**src/rtl/alu_arbiter.sv**
```systemverilog
// Round-robin front end for the shared combinational ALU: two requesters, one
// operation in flight, per-opcode execute time and a backpressured response register.
module alu_arbiter #(
    parameter int unsigned MULDIV_CYCLES = 4
) (
    input  logic        clk,
    input  logic        rst,
    input  logic        req0_valid,
    output logic        req0_ready,
    input  logic [31:0] req0_a,
    input  logic [31:0] req0_b,
    input  logic [3:0]  req0_opcode,
    input  logic        req0_cin,
    input  logic        req0_bin,
    input  logic        req1_valid,
    output logic        req1_ready,
    input  logic [31:0] req1_a,
    input  logic [31:0] req1_b,
    input  logic [3:0]  req1_opcode,
    input  logic        req1_cin,
    input  logic        req1_bin,
    output logic [31:0] alu_a,
    output logic [31:0] alu_b,
    output logic [3:0]  alu_opcode,
    output logic        alu_cin,
    output logic        alu_bin,
    output logic        alu_en,
    input  logic [31:0] alu_result,
    input  logic        alu_zero,
    input  logic        alu_sign,
    input  logic        alu_carry,
    input  logic        alu_overflow,
    input  logic        alu_parity,
    output logic        rsp_valid,
    input  logic        rsp_ready,
    output logic        rsp_id,
    output logic [31:0] rsp_result,
    output logic [4:0]  rsp_flags,
    output logic        rsp_err
);

    localparam int unsigned DATA_W     = 32;
    localparam logic [3:0]  OP_MUL     = 4'd9;
    localparam logic [3:0]  OP_DIV     = 4'd10;
    localparam logic [3:0]  OP_ILLEGAL = 4'd15;
    localparam logic [3:0]  MD_LOAD    = 4'(MULDIV_CYCLES - 1);

    typedef enum logic [1:0] {
        S_IDLE,
        S_EXEC,
        S_RESP
    } state_e;

    state_e              state_q, state_d;
    logic                last_grant_q, last_grant_d;
    logic [3:0]          cnt_q, cnt_d;
    logic [DATA_W-1:0]   op_a_q, op_a_d;
    logic [DATA_W-1:0]   op_b_q, op_b_d;
    logic [3:0]          op_opc_q, op_opc_d;
    logic                op_cin_q, op_cin_d;
    logic                op_bin_q, op_bin_d;
    logic                op_id_q, op_id_d;
    logic                rsp_valid_q, rsp_valid_d;
    logic                rsp_id_q, rsp_id_d;
    logic [DATA_W-1:0]   rsp_result_q, rsp_result_d;
    logic [4:0]          rsp_flags_q, rsp_flags_d;
    logic                rsp_err_q, rsp_err_d;

    logic                gnt0, gnt1, hs, sel_id;
    logic [DATA_W-1:0]   sel_a, sel_b;
    logic [3:0]          sel_opc;
    logic                sel_cin, sel_bin;

    // Remaining EXEC cycles after the first one.
    function automatic logic [3:0] exec_count(input logic [3:0] opcode);
        if (opcode == OP_MUL || opcode == OP_DIV) begin
            return MD_LOAD;
        end
        return 4'd0;
    endfunction

    // Under contention the requester that did not win last time is served.
    always_comb begin
        gnt0       = req0_valid && (!req1_valid || last_grant_q);
        gnt1       = req1_valid && (!req0_valid || !last_grant_q);
        req0_ready = (state_q == S_IDLE) && gnt0 && !rst;
        req1_ready = (state_q == S_IDLE) && gnt1 && !rst;
        hs         = req0_ready || req1_ready;
        sel_id     = req1_ready;
        sel_a      = sel_id ? req1_a      : req0_a;
        sel_b      = sel_id ? req1_b      : req0_b;
        sel_opc    = sel_id ? req1_opcode : req0_opcode;
        sel_cin    = sel_id ? req1_cin    : req0_cin;
        sel_bin    = sel_id ? req1_bin    : req0_bin;
    end

    always_comb begin
        state_d      = state_q;
        last_grant_d = last_grant_q;
        cnt_d        = cnt_q;
        op_a_d       = op_a_q;
        op_b_d       = op_b_q;
        op_opc_d     = op_opc_q;
        op_cin_d     = op_cin_q;
        op_bin_d     = op_bin_q;
        op_id_d      = op_id_q;
        rsp_valid_d  = rsp_valid_q;
        rsp_id_d     = rsp_id_q;
        rsp_result_d = rsp_result_q;
        rsp_flags_d  = rsp_flags_q;
        rsp_err_d    = rsp_err_q;

        case (state_q)
            S_IDLE: begin
                if (hs) begin
                    op_a_d       = sel_a;
                    op_b_d       = sel_b;
                    op_opc_d     = sel_opc;
                    op_cin_d     = sel_cin;
                    op_bin_d     = sel_bin;
                    op_id_d      = sel_id;
                    last_grant_d = sel_id;
                    cnt_d        = exec_count(sel_opc);
                    if (sel_opc == OP_ILLEGAL) begin
                        // Illegal opcodes bypass the ALU entirely.
                        rsp_valid_d  = 1'b1;
                        rsp_id_d     = sel_id;
                        rsp_result_d = '0;
                        rsp_flags_d  = '0;
                        rsp_err_d    = 1'b1;
                        state_d      = S_RESP;
                    end else begin
                        state_d = S_EXEC;
                    end
                end
            end
            S_EXEC: begin
                if (cnt_q == 4'd0) begin
                    rsp_valid_d  = 1'b1;
                    rsp_id_d     = op_id_q;
                    rsp_result_d = alu_result;
                    rsp_flags_d  = {alu_parity, alu_overflow, alu_carry, alu_sign, alu_zero};
                    rsp_err_d    = 1'b0;
                    state_d      = S_RESP;
                end else begin
                    cnt_d = cnt_q - 4'd1;
                end
            end
            S_RESP: begin
                if (rsp_ready) begin
                    rsp_valid_d = 1'b0;
                    state_d     = S_IDLE;
                end
            end
            default: state_d = S_IDLE;
        endcase
    end

    always_ff @(posedge clk) begin
        if (rst) begin
            state_q      <= S_IDLE;
            last_grant_q <= 1'b1;
            cnt_q        <= '0;
            op_a_q       <= '0;
            op_b_q       <= '0;
            op_opc_q     <= '0;
            op_cin_q     <= 1'b0;
            op_bin_q     <= 1'b0;
            op_id_q      <= 1'b0;
            rsp_valid_q  <= 1'b0;
            rsp_id_q     <= 1'b0;
            rsp_result_q <= '0;
            rsp_flags_q  <= '0;
            rsp_err_q    <= 1'b0;
        end else begin
            state_q      <= state_d;
            last_grant_q <= last_grant_d;
            cnt_q        <= cnt_d;
            op_a_q       <= op_a_d;
            op_b_q       <= op_b_d;
            op_opc_q     <= op_opc_d;
            op_cin_q     <= op_cin_d;
            op_bin_q     <= op_bin_d;
            op_id_q      <= op_id_d;
            rsp_valid_q  <= rsp_valid_d;
            rsp_id_q     <= rsp_id_d;
            rsp_result_q <= rsp_result_d;
            rsp_flags_q  <= rsp_flags_d;
            rsp_err_q    <= rsp_err_d;
        end
    end

    assign alu_en     = (state_q == S_EXEC);
    assign alu_a      = op_a_q;
    assign alu_b      = op_b_q;
    assign alu_opcode = op_opc_q;
    assign alu_cin    = op_cin_q;
    assign alu_bin    = op_bin_q;

    assign rsp_valid  = rsp_valid_q;
    assign rsp_id     = rsp_id_q;
    assign rsp_result = rsp_result_q;
    assign rsp_flags  = rsp_flags_q;
    assign rsp_err    = rsp_err_q;

endmodule

```
**config.mk**
```make
export PLATFORM = sky130hd
export DESIGN_NAME = alu_arbiter
export DESIGN_NICKNAME = d
export VERILOG_FILES = /design/src/rtl/alu_arbiter.sv
export SDC_FILE = /design/constraint.sdc
export NUM_CORES = 1
export LEC_CHECK = 0
export CORE_MARGIN = 4
export CORE_UTILIZATION = 39
export CTS_BUF_LIST = sky130_fd_sc_hd__clkbuf_2
export DETAILED_ROUTE_END_ITERATION = 8
export PLACE_DENSITY = 0.82
export SYNTH_ARGS = -nofsm -noshare
export SYNTH_HDL_FRONTEND = slang
export SYNTH_SLANG_ARGS = --single-unit
```
**constraint.sdc**
```tcl
create_clock -name clk -period 2.2 [get_ports clk]
set_clock_uncertainty 0.2 [all_clocks]
set_input_delay 0.33 -clock clk [delete_from_list [all_inputs] [get_ports clk]]
set_output_delay 0.33 -clock clk [all_outputs]
set_load 0.05 [all_outputs]
```
==> results of run 1 <==
-- report_power, final --
part / total, mW / internal, mW / switching (mW)
Clock: 1.65 / 0.839 / 0.808
Sequential: 2.51 / 2.37 / 0.138
Combinational: 2.29 / 0.911 / 1.38
-- stage by stage --
step / total power, mW / TNS [ns] / area [um^2]
finish: 6.44 / -0.462 / 9050
global route: 6.71 / -0.711 / 9050
CTS: 6.43 / -0.683 / 9170
detailed placement: 4.76 / -0.0676 / 8110
global placement: 4.72 / 0 / 8110
floorplan: 3.80 / 0 / 4900
-- cells in the mapped netlist, types with 2 or more instances --
cell type / number
inv_2: 2
nand2b_1: 3
nor3_1: 4
a211oi_1: 3
nand3b_1: 65
a221oi_1: 3
buf_6: 3
xor2_1: 2
buf_2: 12
o21ai_1: 36
a311oi_1: 6
buf_1: 3
nand4_1: 2
mux2i_1: 65
o21ai_0: 33
inv_1: 9
a21oi_1: 2
clkbuf_1: 21
dfxtp_1: 118
a22o_1: 37
nand3_1: 4
nand2_1: 13
xnor2_1: 2
ha_1: 2
nor2_1: 9
-- final timing paths --
kind | end | slack (ns) | cells after the start
setup reg to reg | alu_b[11]$_SDFFE_PP0P_ | 0.11 | 9
hold / removal | alu_b[19]$_SDFFE_PP0P_ | 0.08 | 3
setup / recovery | req0_ready | -0.26 | 5
hold reg to reg | rsp_valid$_SDFFE_PP0P_ | 0.29 | 2
-- timing repair --
| action | CTS | global route |
|---|---|---|
| hold endpoints to repair | 66 | 0 |
| gates resized for setup | 173 | 125 |
| cloned | 0 | 2 |
| pin swaps | 4 | 4 |
| endpoints found under the setup margin | 111 | 98 |
| hold buffers | 74 | 0 |
| buffers inserted | 7 | 7 |
-- sequential cells by signal, summed over array words and instances, names as in the netlist --
register      flops
alu_opcode        4
alu_cin           1
op_id_q           1
alu_bin           1
cnt_q             4
rsp_id            1
rsp_valid         1
alu_b            32
rsp_flags         5
rsp_result       32
last_grant_q      1
alu_a            32
state_q           2
rsp_err           1
-- per-layer routing --
metal	vias up	part of all wire [%]	global-route usage [%]
li1	2527	-	-
met1	2568	37	28.2
met2	298	51	47.3
met3	47	8.8	8.95
met4	0	3.2	11.5
met5	-	0	0
-- worst max-delay path: stages --
cell           delay (ns)
buf_2                0.13
dlygate4sd3_1        0.62
or3_4                0.44
a211oi_4             0.23
buf_12               0.18
-- kinds of logic (layout without fill, tap and decap cells) --
family	Yosys count	in the layout	share of synthesized area (%)
fa+ha+maj	2	2	0.511
simple gates	107	107	14.3
compound gates	131	131	18.3
mux	65	65	13.3
flops	118	118	48.3
xor+xnor	4	4	0.716
buf+inv	50	446	4.60
other cells	0	1	0
-- final cells by class --
type                            count  area [um^2]
Tap cell                          168          210
Multi-Input combinational cell    309         2380
Inverter                           11         46.3
Clock buffer                       18         90.1
Fill cell                         824         3110
Antenna cell                        1         2.50
Clock inverter                     13          186
Sequential cell                   118         2370
Timing Repair Buffer              404         3770
==> summary.txt, run 1 <==
STA
  – Tmin final: 2.46 ns
  – Final WS setup: -0.258 ns
  – Hold slack: 0.0850 ns
  – Fmax: 407 MHz
  – Slew of the pin with the lowest slew margin: 0.559 ns
  – Setup Viol. Count Final: 3
  – Slew Limit Fails: 0
  – Final hold vios: 0
  – Slew HR: 62.7%
  – Period utilization: 112%
  – RSZ-0062 raised after global routing: yes

Detailed routing
  – Drt wl/cell: 19.1 um
  – Vias: 5,440
  – Routed Antenna Nets: 0
  – Vias/cell: 5.22
  – Drt total wl: 19,900 um
  – Drt first-iter violations: 273
  – Pre-antenna DRT Iters: 7
  – Residual DRC count: 0

Finish
  – Final net count: 1,045
  – Layout cells sized above 1: 18.4%
  – Most common cell after layout, fill and taps aside: clkdlybuf4s50_1
  – Final std cells w/o fill: 1,042
  – Commonest cells after routing, fill and taps aside: clkdlybuf4s50_1, dfxtp_1, clkbuf_2
  – Final Util: between 70% and 80%
  – P&R area growth vs syn: 85.1%

Clock network
  – H-tree lvl count: 4
  – Clock Latency Late Sink: 0.67 ns
  – CTS tree: done
  – Worst-path clk slew: 0.16 ns
  – Clock tree buffer depth: 2
  – CTS Root Cell: clkbuf_2
  – Clock Sinks: 118
  – Num CTS Buffers: 17

Synthesis
  – Synth cell types: 43
  – Top cell type's share of synthesized area: 48.3%
  – Syn Inst Count: approximately 480
  – Dominant cell type by area after synthesis: dfxtp_1
  – Syn nets: 661
  – Post-synthesis sequential area ratio: 48.3%
  – Number of enable flip-flop cells after synthesis: 0
  – Avg Inst Size Synth: 10.3 um^2
  – Asr flop ratio synth: 0%
  – Synthesized flop and latch total: 118
  – YS warnings: 0
  – Cell Area, Synth: slightly below 0.005 mm^2
  – Most used DFF post-synth: dfxtp_1
  – Top post-synthesis cells by area: dfxtp_1, mux2i_1, nand3b_1

Floorplan
  – Die W: 120 um
  – Full die area: 0.0144 mm^2
  – Die height: 120 um
  – FP Rows: 40
  – Core Region: 0.0122 mm^2
  – Initial core utilization: 40.2%
  – IO Count: 295

Setup path
  – Critical Path Start Type: input port
  – CP Launch Point: rst
  – Worst Setup Path Type: input port to output pin
  – Crit path max fanout: 3
  – Worst EP arrival: 1.93 ns
  – R2R Path Start: state_q[0]$_SDFFE_PP0P_
  – Worst EP required: 1.67 ns
  – Crit end category: output pin

Global routing
  – Total GRT Usage: 26.4%
  – Total gr overflow: 0
  – Largest net degree at the start of global routing: 68
  – Vias in the first global route: 5,659
  – First-pass GRT wire length: 30,000 um
  – Initial antenna violation count: 1

Power and ir drop
  – PD cells: 712 mW/mm^2
  – Worst VDD drop: around 0.41 mV
  – Lkg Pwr: roughly 4 nW

Place
  – Placed cells: a little over 900
  – Dpl ws: -0.0338 ns
  – Gpl congestion: 0.892
  – Port Buffer Count: 294
  – DP HPWL: 12,700 um

Run status
  – Violated checks: negative setup slack
  – Outcome: complete, but fails checks

Hold path
  – Hold_sp: req0_b[19]
  – Worst hold path class: input port to flip-flop

Job
  – MaxCap Viol Count: 0
No activity file was read; power rests on OpenSTA's default activity.
==> inputs of run 2 (changes only) <==
--- a/config.mk
+++ b/config.mk
@@ -5,11 +5,12 @@
 export SDC_FILE = /design/constraint.sdc
 export NUM_CORES = 1
 export LEC_CHECK = 0
+export CAP_MARGIN = 20
 export CORE_MARGIN = 4
-export CORE_UTILIZATION = 39
+export CORE_UTILIZATION = 42
 export CTS_BUF_LIST = sky130_fd_sc_hd__clkbuf_2
 export DETAILED_ROUTE_END_ITERATION = 8
-export PLACE_DENSITY = 0.82
+export PLACE_DENSITY = 0.88
 export SYNTH_ARGS = -nofsm -noshare
 export SYNTH_HDL_FRONTEND = slang
 export SYNTH_SLANG_ARGS = --single-unit
==> constraint.sdc (replaced) <==
create_clock -name clk -period 3.1 [get_ports clk]
set_clock_uncertainty 0.2 [all_clocks]
set_input_delay 0.465 -clock clk [delete_from_list [all_inputs] [get_ports clk]]
set_output_delay 0.465 -clock clk [all_outputs]
set_load 0.05 [all_outputs]
==> summary.txt, run 2 (synthesized netlist as in run 1, its figures left out) <==
Clock network
  – Worst-path clk slew: 0.16 ns
  – CTS Root Cell: clkbuf_2
  – CTS tree: done
  – PostCTS Resize Cnt: 1
  – Clock Sinks: 118
  – Setup repair bufs after CTS: 0
  – Clock tree buffer depth: 2
  – Clock Latency Late Sink: 0.65 ns
  – Num CTS Buffers: 17
  – H-tree lvl count: 4
  – Hold_buf cts: 0

Detailed routing
  – Drt first-iter violations: ~320
  – Drt total wl: between 15,000 and 20,000 um
  – Routed Antenna Nets: 0
  – Vias/cell: 5.28
  – Vias: 4,821
  – Residual DRC count: 0
  – Drt wl/cell: 17.4 um
  – Pre-antenna DRT Iters: 4

Power and ir drop
  – Net switching power: between 1.5 and 2 mW
  – Clk pwr share: between 10% and 20%
  – Cell-internal power: 2.59 mW
  – Lkg Pwr: ~3.4 nW
  – Seq pwr share: a little over two fifths
  – Pwr Total: slightly above 4 mW
  – Proportion of power drawn by combinational gates: 37.5%
  – Sw Share: 37.1%
  – PD cells: 506 mW/mm^2
  – Worst VDD drop: around 0.35 mV

Setup path
  – Crit path max fanout: 8
  – Worst EP arrival: 2.17 ns
  – R2R Path Start: state_q[0]$_SDFFE_PP0P_
  – Crit end category: output pin
  – Critical path, cell by cell: nor3_1 > nand2_4 > inv_2 > buf_12
  – Worst EP required: 2.43 ns
  – CP Launch Point: state_q[0]$_SDFFE_PP0P_
  – Worst Setup Path Type: flip-flop to output pin
  – Slowest stage delay, CP: 0.64 ns
  – Critical Path Start Type: flip-flop
  – Slowest CP cell: nor3_1

Place
  – Post-DP Area: about 0.008 mm^2
  – Placed cells: 882
  – DP HPWL: 12,100 um
  – Port Buffer Count: about 290
  – Gpl congestion: 0.878
  – Dpl ws: ~0.28 ns

STA
  – Slew Limit Fails: 0
  – Slew HR: 48.9%
  – RSZ-0062 raised after global routing: no
  – Tmin final: about 2.8 ns
  – Period utilization: 91.3%
  – Final hold vios: 0
  – Slew of the pin with the lowest slew margin: 0.760 ns
  – Setup TNS: 0 ns
  – Fmax: ~350 MHz
  – Setup Viol. Count Final: 0
  – Hold slack: around 0.15 ns
  – Final WS setup: 0.270 ns

Finish
  – Final Util: between 70% and 80%
  – Cell area after layout: between 0.008 and 0.009 mm^2
  – Final net count: roughly 940
  – Most common cell after layout, fill and taps aside: clkdlybuf4s50_1
  – Final std cells w/o fill: roughly 910
  – Layout cells sized above 1: around 6.1%
  – Filler instances: 788
  – P&R area growth vs syn: 66.3%
  – Commonest cells after routing, fill and taps aside: clkdlybuf4s50_1, dfxtp_1, mux2i_1, nand3b_1, a22o_1

Run status
  – Outcome: complete, no violations

Floorplan
  – Initial core utilization: 42.8%
  – Die height: 116 um
  – FP Rows: 39
  – Full die area: 0.0134 mm^2
  – IO Count: just under 300
  – Core Region: 0.0114 mm^2
  – Die W: 116 um

Hold path
  – Hold_sp: rst
  – Worst hold path class: input port to flip-flop

Global routing
  – Largest net degree at the start of global routing: 130
  – Vias in the first global route: 4,844
  – Initial antenna violation count: 1
  – First-pass GRT wire length: 24,300 um
  – Total GRT Usage: 23.2%
  – Total gr overflow: 0

Job
  – MaxCap Viol Count: 0
[run 2: cell types whose count changed in the layout (fill, tap and decap cells not counted), sizes merged]
cell / before / now
buf: 40 / 10
bufinv: 5 / 1
clkbuf: 84 / 22
clkdlybuf4s15: 39 / 0
clkdlybuf4s50: 180 / 290
clkinv: 8 / 7
dlygate4sd2: 5 / 1
dlygate4sd3: 74 / 0
[run 2: worst max-delay path: cells and delay by family (launching register included)]
kind	cells	cell delay [ns]
simple gates	2	0.77
flops	1	0.38
buf+inv	2	0.36
[run 2: final cells by class]
class / count / area, um^2 / share of cell area, %
multi-input combinational: 309 / 2330 / 28.6
antenna: 1 / 2.50 / 0.0308
sequential: 118 / 2360 / 29.0
inverter: 11 / 41.3 / 0.507
clock buffer: 22 / 110 / 1.35
clock inverter: 8 / 60.1 / 0.738
timing repair buffer: 301 / 3050 / 37.5
tap: 143 / 179 / 2.20
[run 2: power groups by stage]
stage          registers (mW)  clock network (mW)  logic [mW]
2_1_floorplan            2.32                   0       0.377
3_3_place_gp             1.79                   0        1.52
3_5_place_dp             1.80                   0        1.55
4_1_cts                  1.77               0.839        1.55
5_1_grt                  1.79               0.918        1.63
6_report                 1.77               0.805        1.55
[run 2: worst paths after layout]
| check | cells after the start | slack (ns) | endpoint |
|---|---|---|---|
| min | 3 | 0.15 | rsp_valid$_SDFFE_PP0P_ |
| max reg2reg | 5 | 0.72 | rsp_result[21]$_SDFFE_PP0P_ |
| max | 4 | 0.27 | req1_ready |
| min reg2reg | 2 | 0.29 | op_id_q$_SDFFE_PP0P_ |
[run 2: per-layer routing]
layer	track usage (%)	vias to the layer above	wire (um)
met3	9.61	35	1670
met1	24.2	2238	5790
met5	0	-	0
li1	-	2321	-
met4	11.1	0	438
met2	40.5	227	8010
